===== src/rtl/fwd_hazard_unit_pkg.sv =====
// ============================================================================
// fwd_pkg : shared types and helpers for the forwarding / hazard unit
// Rev 1.0
// ============================================================================
`default_nettype none

package fwd_pkg;

    // Tag storage width; the unit supports REG_ADDR_W up to this value.
    localparam int DST_W    = 8;
    localparam int SEL_RF   = 0;
    localparam int REG_ZERO = 0;

    typedef struct packed {
        logic             valid;
        logic             wr;
        logic             load;
        logic [DST_W-1:0] dst;
    } fwd_entry_t;

    function automatic logic entry_hits(input fwd_entry_t e, input logic [DST_W-1:0] src);
        return e.valid && e.wr && (e.dst == src) && (src != DST_W'(REG_ZERO));
    endfunction

endpackage

`default_nettype wire


===== src/rtl/fwd_hazard_unit_if.sv =====
// ============================================================================
// fwd_hazard_unit_if : decode-side bus of the forwarding / hazard unit
// Optional macro FWD_STATS_EN adds the stall statistics counters. Rev 1.0
// ============================================================================
`default_nettype none

interface fwd_hazard_unit_if #(
    parameter int REG_ADDR_W = 5,
    parameter int NUM_STAGES = 3,
    parameter int SEL_W      = $clog2(NUM_STAGES + 1)
);
    logic                  id_valid;
    logic [REG_ADDR_W-1:0] id_rs;
    logic [REG_ADDR_W-1:0] id_rt;
    logic                  id_rs_used;
    logic                  id_rt_used;
    logic                  id_store;
    logic [REG_ADDR_W-1:0] id_rd;
    logic                  id_reg_write;
    logic                  id_load;
    logic                  id_branch;
    logic                  flush;
    logic [SEL_W-1:0]      exe_a_sel;
    logic [SEL_W-1:0]      exe_b_sel;
    logic [SEL_W-1:0]      mem_data_sel;
    logic                  stall;
`ifdef FWD_STATS_EN
    logic [31:0]           stat_load_stalls;
    logic [31:0]           stat_branch_stalls;

    modport master (
        output id_valid, id_rs, id_rt, id_rs_used, id_rt_used, id_store,
               id_rd, id_reg_write, id_load, id_branch, flush,
        input  exe_a_sel, exe_b_sel, mem_data_sel, stall,
               stat_load_stalls, stat_branch_stalls
    );
    modport slave (
        input  id_valid, id_rs, id_rt, id_rs_used, id_rt_used, id_store,
               id_rd, id_reg_write, id_load, id_branch, flush,
        output exe_a_sel, exe_b_sel, mem_data_sel, stall,
               stat_load_stalls, stat_branch_stalls
    );
`else
    modport master (
        output id_valid, id_rs, id_rt, id_rs_used, id_rt_used, id_store,
               id_rd, id_reg_write, id_load, id_branch, flush,
        input  exe_a_sel, exe_b_sel, mem_data_sel, stall
    );
    modport slave (
        input  id_valid, id_rs, id_rt, id_rs_used, id_rt_used, id_store,
               id_rd, id_reg_write, id_load, id_branch, flush,
        output exe_a_sel, exe_b_sel, mem_data_sel, stall
    );
`endif
endinterface

`default_nettype wire


===== src/rtl/fwd_hazard_unit_match.sv =====
// ============================================================================
// fwd_match : priority matcher of one source operand against the tag pipeline
// Rev 1.0
// ============================================================================
`default_nettype none

module fwd_match
    import fwd_pkg::*;
#(
    parameter int NUM_STAGES = 3,
    parameter int SEL_W      = $clog2(NUM_STAGES + 1)
) (
    input  wire logic [DST_W-1:0]             src,
    input  wire logic                         used,
    input  wire fwd_entry_t [NUM_STAGES:1]    entries,
    output logic [SEL_W-1:0]                  sel,
    output logic                              hit1,
    output logic                              hit2_load
);

    always_comb begin
        sel = SEL_W'(SEL_RF);
        // Scan oldest to youngest so the youngest writer overwrites the select.
        for (int k = NUM_STAGES; k >= 1; k--) begin
            if (used && entry_hits(entries[k], src)) begin
                sel = SEL_W'(k);
            end
        end
        hit1      = used && entry_hits(entries[1], src);
        hit2_load = used && entry_hits(entries[2], src) && entries[2].load;
    end

endmodule

`default_nettype wire


===== src/rtl/fwd_hazard_unit.sv =====
// ============================================================================
// fwd_hazard_unit : operand forwarding selects and load-use / branch stalls
// Optional macro FWD_STATS_EN adds saturating stall counters. Rev 1.0
// ============================================================================
`default_nettype none

module fwd_hazard_unit
    import fwd_pkg::*;
#(
    parameter int REG_ADDR_W = 5,
    parameter int NUM_STAGES = 3,
    parameter int SEL_W      = $clog2(NUM_STAGES + 1)
) (
    input  wire logic         CLK,
    input  wire logic         RESET,
    fwd_hazard_unit_if.slave  bus
);

    fwd_entry_t [NUM_STAGES:1] r_entries;
    fwd_entry_t                w_id_entry;
    logic [SEL_W-1:0]          w_a_sel, w_b_sel, w_s_sel;
    logic                      w_a_hit1, w_b_hit1, w_s_hit1;
    logic                      w_a_hit2_load, w_b_hit2_load, w_s_hit2_load;
    logic                      w_load_use, w_branch_haz, w_stall;

    fwd_match #(.NUM_STAGES(NUM_STAGES), .SEL_W(SEL_W)) u_match_a (
        .src(DST_W'(bus.id_rs)), .used(bus.id_rs_used), .entries(r_entries),
        .sel(w_a_sel), .hit1(w_a_hit1), .hit2_load(w_a_hit2_load)
    );

    fwd_match #(.NUM_STAGES(NUM_STAGES), .SEL_W(SEL_W)) u_match_b (
        .src(DST_W'(bus.id_rt)), .used(bus.id_rt_used), .entries(r_entries),
        .sel(w_b_sel), .hit1(w_b_hit1), .hit2_load(w_b_hit2_load)
    );

    // Store data is consumed in MEM, so a load one ahead is reachable by WB->MEM forwarding.
    fwd_match #(.NUM_STAGES(NUM_STAGES), .SEL_W(SEL_W)) u_match_s (
        .src(DST_W'(bus.id_rt)), .used(bus.id_store), .entries(r_entries),
        .sel(w_s_sel), .hit1(w_s_hit1), .hit2_load(w_s_hit2_load)
    );

    always_comb begin
        w_load_use   = r_entries[1].load && (w_a_hit1 || w_b_hit1);
        w_branch_haz = bus.id_branch &&
                       (w_a_hit1 || w_b_hit1 || w_a_hit2_load || w_b_hit2_load);
        w_stall      = bus.id_valid && !bus.flush && (w_load_use || w_branch_haz);
        w_id_entry   = '{valid: bus.id_valid, wr: bus.id_reg_write,
                         load: bus.id_load, dst: DST_W'(bus.id_rd)};
    end

    assign bus.exe_a_sel    = w_a_sel;
    assign bus.exe_b_sel    = w_b_sel;
    assign bus.mem_data_sel = w_s_sel;
    assign bus.stall        = w_stall;

    // Older entries always advance; only the slot fed from ID takes a bubble.
    always_ff @(posedge CLK or posedge RESET) begin
        if (RESET) begin
            r_entries <= '0;
        end else begin
            r_entries[NUM_STAGES:2] <= r_entries[NUM_STAGES-1:1];
            r_entries[1]            <= (w_stall || bus.flush) ? '0 : w_id_entry;
        end
    end

`ifdef FWD_STATS_EN
    logic [31:0] r_load_stalls;
    logic [31:0] r_branch_stalls;

    always_ff @(posedge CLK or posedge RESET) begin
        if (RESET) begin
            r_load_stalls   <= '0;
            r_branch_stalls <= '0;
        end else if (w_stall) begin
            if (w_load_use) begin
                if (r_load_stalls != '1) r_load_stalls <= r_load_stalls + 32'd1;
            end else if (r_branch_stalls != '1) begin
                r_branch_stalls <= r_branch_stalls + 32'd1;
            end
        end
    end

    assign bus.stat_load_stalls   = r_load_stalls;
    assign bus.stat_branch_stalls = r_branch_stalls;
`endif

endmodule

`default_nettype wire


===== src/flat_wrapper.sv =====
// flat-port wrapper written by rule: the top's interface ports become plain ports
module fwd_hazard_unit_flat import fwd_pkg::*;
#(
    parameter int REG_ADDR_W = 5,
    parameter int NUM_STAGES = 3,
    parameter int SEL_W      = $clog2(NUM_STAGES + 1)
)
  (CLK, RESET, bus_id_valid, bus_id_rs, bus_id_rt, bus_id_rs_used, bus_id_rt_used, bus_id_store, bus_id_rd, bus_id_reg_write, bus_id_load, bus_id_branch, bus_flush, bus_exe_a_sel, bus_exe_b_sel, bus_mem_data_sel, bus_stall);
  fwd_hazard_unit_if #(.REG_ADDR_W(REG_ADDR_W), .NUM_STAGES(NUM_STAGES), .SEL_W(SEL_W)) bus_i ();
  input  wire logic CLK;
  input  wire logic RESET;
  input wire logic [$bits(bus_i.id_valid)-1:0] bus_id_valid;
  input wire logic [$bits(bus_i.id_rs)-1:0] bus_id_rs;
  input wire logic [$bits(bus_i.id_rt)-1:0] bus_id_rt;
  input wire logic [$bits(bus_i.id_rs_used)-1:0] bus_id_rs_used;
  input wire logic [$bits(bus_i.id_rt_used)-1:0] bus_id_rt_used;
  input wire logic [$bits(bus_i.id_store)-1:0] bus_id_store;
  input wire logic [$bits(bus_i.id_rd)-1:0] bus_id_rd;
  input wire logic [$bits(bus_i.id_reg_write)-1:0] bus_id_reg_write;
  input wire logic [$bits(bus_i.id_load)-1:0] bus_id_load;
  input wire logic [$bits(bus_i.id_branch)-1:0] bus_id_branch;
  input wire logic [$bits(bus_i.flush)-1:0] bus_flush;
  output wire logic [$bits(bus_i.exe_a_sel)-1:0] bus_exe_a_sel;
  output wire logic [$bits(bus_i.exe_b_sel)-1:0] bus_exe_b_sel;
  output wire logic [$bits(bus_i.mem_data_sel)-1:0] bus_mem_data_sel;
  output wire logic [$bits(bus_i.stall)-1:0] bus_stall;
  assign bus_i.id_valid = bus_id_valid;
  assign bus_i.id_rs = bus_id_rs;
  assign bus_i.id_rt = bus_id_rt;
  assign bus_i.id_rs_used = bus_id_rs_used;
  assign bus_i.id_rt_used = bus_id_rt_used;
  assign bus_i.id_store = bus_id_store;
  assign bus_i.id_rd = bus_id_rd;
  assign bus_i.id_reg_write = bus_id_reg_write;
  assign bus_i.id_load = bus_id_load;
  assign bus_i.id_branch = bus_id_branch;
  assign bus_i.flush = bus_flush;
  assign bus_exe_a_sel = bus_i.exe_a_sel;
  assign bus_exe_b_sel = bus_i.exe_b_sel;
  assign bus_mem_data_sel = bus_i.mem_data_sel;
  assign bus_stall = bus_i.stall;
  fwd_hazard_unit #(.REG_ADDR_W(REG_ADDR_W), .NUM_STAGES(NUM_STAGES), .SEL_W(SEL_W)) u_core (.CLK(CLK), .RESET(RESET), .bus(bus_i));
endmodule

===== config.mk =====
export PLATFORM = sky130hd
export DESIGN_NAME = fwd_hazard_unit_flat
export DESIGN_NICKNAME = d
export VERILOG_FILES = /design/src/rtl/fwd_hazard_unit_pkg.sv /design/src/rtl/fwd_hazard_unit_if.sv /design/src/rtl/fwd_hazard_unit_match.sv /design/src/rtl/fwd_hazard_unit.sv /design/src/flat_wrapper.sv
export SDC_FILE = /design/constraint.sdc
export NUM_CORES = 1
export LEC_CHECK = 0
export ABC_AREA = 1
export CORE_MARGIN = 2
export CORE_UTILIZATION = 52
export CTS_CLUSTER_SIZE = 10
export DETAILED_ROUTE_END_ITERATION = 7
export PLACE_DENSITY_LB_ADDON = 0.25
export SLEW_MARGIN = 20
export SYNTH_ARGS = -nofsm -noshare
export SYNTH_HDL_FRONTEND = slang
export SYNTH_SLANG_ARGS = --single-unit

===== constraint.sdc =====
create_clock -name CLK -period 2.6 [get_ports CLK]
set_input_delay 0.52 -clock CLK [delete_from_list [all_inputs] [get_ports CLK]]
set_output_delay 0.52 -clock CLK [all_outputs]
set_load 0.02 [all_outputs]

# Word-level counts from Yosys, hierarchy flattened
# Index checks and enable logic that the tools add are counted.
op_classes:
  reduce_logical: 38
  muxes: 10
  eq_ne: 6
ops:
  columns: ["cell", "count"]
  rows:
  - ["$eq 8x5->1", 6]
  - ["$logic_and 1x1->1", 30]
  - ["$mux 2", 9]
  - ["$reduce_bool 8->1", 2]
  - ["$mux 11", 1]
  - ["$logic_or 1x1->1", 5]
  - ["$logic_not 1->1", 1]
totals:
  in_bits: 25
  out_inout_bits: 7
  elab_cells: 65
  reg_bits: 32

# Logic depth before layout (Yosys ltp)
depth:
  depth_word: 12
  ltp_mapped: 13
  ltp_nobuf: 13

# Modules after synthesis
# A second synthesis with hierarchy kept.
unflattened:
  cells_unflattened: 376
  hier_area_um2: 2343.5
by_module_without_submodules:
  columns: ["mod", "area_each_um2", "n_inst", "seq_area_each_um2", "cells_each"]
  rows:
  - ["fwd_match", 531.8, 3, 0.0, 107]
  - ["fwd_hazard_unit", 748.2, 1, 600.6, 55]

# Worst setup path before layout
# Ideal clock, no wire load.
synth_timing:
  path_type: "in2out"
  startpoint: "in bus_id_rt[4]"
  endpoint: "out bus_exe_b_sel[0]"
  t_required_ns: 2.080
  path_slack_ns: 0.517
  cell_stages: 6
  arrival_ns: 1.563
  cell_sequence: "xor2_1 a211oi_1 nand2_1 nor2_1 nand2_1 a21boi_0"
synth_via:
  elab_chain_len: 7
  elab_cells_between_ends: 16
  classes_between: "3 x eq/ne; 3 x mux; 10 x reduce/logical"
synth_lines:
  columns: ["element", "line", "source"]
  rows:
  - ["from (decl)", "flat_wrapper.sv:14", "input wire logic [$bits(bus_i.id_rt)-1:0] bus_id_rt;"]
  - ["$eq 8x5->1", "fwd_hazard_unit_pkg.sv:22", "return e.valid && e.wr && (e.dst == src) && (src != DST_W'(REG_ZERO));"]
  - ["$logic_and 1x1->1 (2 in a row)", "fwd_hazard_unit_pkg.sv:22", null]
  - ["$logic_and 1x1->1", "fwd_hazard_unit_match.sv:25", "if (used && entry_hits(entries[k], src)) begin"]
  - ["$mux 2 (2 in a row)", "fwd_hazard_unit_match.sv:25", null]
  - ["$mux 2 *", "fwd_hazard_unit_match.sv:25", null]
  - ["to (decl)", "flat_wrapper.sv:24", "output wire logic [$bits(bus_i.exe_b_sel)-1:0] bus_exe_b_sel;"]
# Mark *: on every way between the ends. The rest lies on a longest branch, timed or not.

# Worst setup path after layout
layout_timing:
  startpoint: "in bus_id_rs[0]"
  endpoint: "out bus_stall"
layout_via:
  elab_chain_len: 10
  elab_cells_between_ends: 17
  classes_between: "2 x eq/ne; 15 x reduce/logical"
layout_lines:
  columns: ["element", "line", "source"]
  rows:
  - ["from (decl)", "flat_wrapper.sv:13", "input wire logic [$bits(bus_i.id_rs)-1:0] bus_id_rs;"]
  - ["$eq 8x5->1", "fwd_hazard_unit_pkg.sv:22", null]
  - ["$logic_and 1x1->1 (2 in a row)", "fwd_hazard_unit_pkg.sv:22", null]
  - ["$logic_and 1x1->1 (on tied branches)", "fwd_hazard_unit_match.sv:29, fwd_hazard_unit_match.sv:30", null]
  - ["$logic_or 1x1->1 / $logic_and 1x1->1 (equally long branches)", "fwd_hazard_unit.sv:43, fwd_hazard_unit.sv:45, fwd_hazard_unit_match.sv:30", null]
  - ["$logic_or 1x1->1 (2 in a row)", "fwd_hazard_unit.sv:45", "(w_a_hit1 || w_b_hit1 || w_a_hit2_load || w_b_hit2_load);"]
  - ["$logic_and 1x1->1", "fwd_hazard_unit.sv:44", "w_branch_haz = bus.id_branch &&"]
  - ["$logic_or 1x1->1 *", "fwd_hazard_unit.sv:46", "w_stall = bus.id_valid && !bus.flush && (w_load_use || w_branch_haz);"]
  - ["$logic_and 1x1->1 *", "fwd_hazard_unit.sv:46", null]
  - ["to (decl)", "flat_wrapper.sv:26", "output wire logic [$bits(bus_i.stall)-1:0] bus_stall;"]
# Marks and branches as above.

==> out/summary.txt <==
Slew headroom: 44.8%
first-pass GRT wire length: 5.28 mm
Layout area overhead: 31.8%
GRT overflow: 0
via count of the routed design: 1,285
clock slew at reported path FFs: 0.11 ns
crit path cell chain: clkdlybuf4s50_1, inv_1, a21oi_1, nand2_1, nor2_1, nand2_1, nand2_1, nand2_1, nand2_1, nand2_2, inv_1, buf_4
warnings from Yosys: 0
final hold vios: 0
Die Ht: 54.4 um
Final Setup Violations: 0
WL/cell: 12.6 um
WHS: 0.387 ns
Max Fclk: 396 MHz
Setup WS post-layout: 0.0779 ns
unrepaired setup endpoints after global routing: no
IO buf count: 31
WL final: 3.27 mm
CP Buf/Inv Count: 4
antenna cells: 0
Leak: 0.000972 uW
Most flops, register: u_core.r_entries
Syn Inst Count: 187
Hold Startpoint: u_core.r_entries[8]
Clk pwr share: 23.3%
total CTS buffers: 3
antenna violations before repair: 0
HPWL after DPL: 2.67 mm
Cell Rows: 18
Int Power: 499 uW
reg2reg setup slack: 0.98 ns
sw frac: 27.5%
final instance area: 1740 um2
Worst-Skew Late Latency: 0.31 ns
register area share after synthesis: 43.6%
cell with the largest stage delay on the worst path: clkdlybuf4s50_1
CP most frequent cell: nand2_1
Root Driver: clkbuf_4
VDD IR max: 0.496 mV
layout cells sized above 1: 14.0%
Initial Util: 54.3%
die width: 54.4 um
critical path depth in cells: 12
Logic pwr share: 19.7%
max incr delay on CP: 0.50 ns
final worst path period share: 97.0%
worst reg2reg startpoint: u_core.r_entries[4]
Slew Viols, Final: 0
Nets: 255
Simple-Gate Fraction of Synth Area: 32.4%
Post-DP Area: 1720 um2
post-place setup slack: -0.422 ns
Top Registers: u_core.r_entries x23
register area: 576 um2
Post-Syn Area per Cell: 7.06 um2
post-synthesis mux area share: 0%
# Post-CTS Setup Buffers: 0
TritonCTS clock tree: built
outcome: completed
CP Launch Point: bus_id_rs[0]
die area: 2960 um2
delay-heaviest family, CP: buffers and inverters
CTS sink count: 23
Slew @ Worst Pin: 0.827 ns
drt first-iter violations: 25
#FFs+latches synth: 23
GR Util All Layers: 26.2%
H-tree Lvls: 1
largest net degree at the start of global routing: 24
Data arrival, critical path: 2.00 ns
xor/xnor share of the synthesized area: 4.64%
CP required: 2.08 ns
WS Path Type: input pin to primary output
crit path max fanout: 3
Synth Area in Adders: 0%
Routability Congestion: 0.974
IO Pins: 32
Clock Path Buffers: 2
Hold Buf Count CTS: 0
Yosys cell types: 23
drt first pass iters: 4
clock skew: 0.00263 ns
Setup crit end kind: primary output
hold crit path type: flip-flop to flip-flop
compound-gate portion of the synthesized area: 8.25%
antenna viol nets, final: 0
Seq pwr share: 57.0%
Residual DRC: 0
vias in the first global route: 1,259
final std cells w/o fill: 259
Mapped Nets: 212
synthesized cell area: 1320 um2
pwr dens: 396 nW/um2
R2R Path End: u_core.r_entries[8]
multi-input logic area: 601 um2
critical path endpoint: bus_stall
startpoint type of the worst setup path: input pin
Core ar.: 2430 um2
setup_tns: 0 ns
R2R cell count: 13
max reg flops: 23
Max-Cap Viols: 0
commonest non-fill, non-tap cell in the layout: nand2_1
routed vias/inst: 4.96
largest family of logic cells by synthesized area: simple AND/OR/NAND/NOR gates
filler instances: 190
switching power: 190 uW
most frequent cells in the layout: 63 x nand2_1, 34 x inv_1, 23 x dfrtp_1, 18 x nor2_1, 17 x clkdlybuf4s50_1
total placed cells including tap cells: 255
fin crit period: 2.52 ns
per-layer routing:
layer	vias to the layer above	track usage [%]	share of wire, %	routed length (um)
li1	650	-	-	-
met1	584	31.1	44	1430
met2	38	45.2	48	1570
met3	13	3.28	4.3	140
met4	0	15.4	3.9	127
met5	-	0	0	0
cells in the mapped netlist, drive strengths merged:
cell type   n  area share (%)
a21boi      3             1.7
nor4        1            0.47
o221ai      1            0.66
xor2        4             2.7
o221a       1            0.85
xnor2       3             2.0
nand3       8             3.0
o22ai       1            0.47
nor2       23             7.7
or2         1            0.47
dfrtp      23              44
inv        39              11
a211oi      2             1.1
nand4       2            0.95
nand2      65              19
o21ai       2            0.76
a21oi       7             2.7
nand3b      1            0.57
logic make-up (layout without fill, tap and decap cells):
logic type                Yosys count  after routing
DFF                                23             23
xor gates and xnor gates            7              7
and+or+nand+nor                   101            101
buffers and inverters              39             81
AOI/OAI and AO/OA                  17             17
layout make-up:
type | instances | share of cell area (%)
flip-flops and latches | 23 | 33.1
repair buffers | 38 | 20.3
clock inverters | 1 | 0.288
well taps | 30 | 2.16
clock buffers | 3 | 1.29
inverters | 39 | 8.41
multi-input cells | 125 | 34.5
per-stage QoR:
step / util, % / total power, uW
2_1_floorplan: - / 462
3_3_place_gp: 70.7 / 531
3_5_place_dp: 70.7 / 535
4_1_cts: 71.3 / 693
5_1_grt: 71.6 / 725
6_report: 71.6 / 689
worst min-delay path by stage:
stage | to | slack, ns | cells past startpoint
3_5_place_dp | u_core.r_entries[32] | 0.36 | 0
2_1_floorplan | u_core.r_entries[19] | 0.35 | 0
6_report | u_core.r_entries[19] | 0.39 | 0
4_1_cts | u_core.r_entries[32] | 0.39 | 0
3_3_place_gp | u_core.r_entries[31] | 0.36 | 0
5_1_grt | u_core.r_entries[21] | 0.40 | 0
power by group through the flow:
stage          combinational [uW]  clock [uW]  sequential [uW]
2_1_floorplan                68.7           0              393
3_3_place_gp                  133           0              398
5_1_grt                       152         178              395
6_report                      135         161              392
4_1_cts                       136         166              392
3_5_place_dp                  136           0              399
timing repair:
item	CTS	global route
pin swaps	0	1
resized for setup	31	11
setup endpoints to repair	7	7
Power figures use the tool's default switching activity.
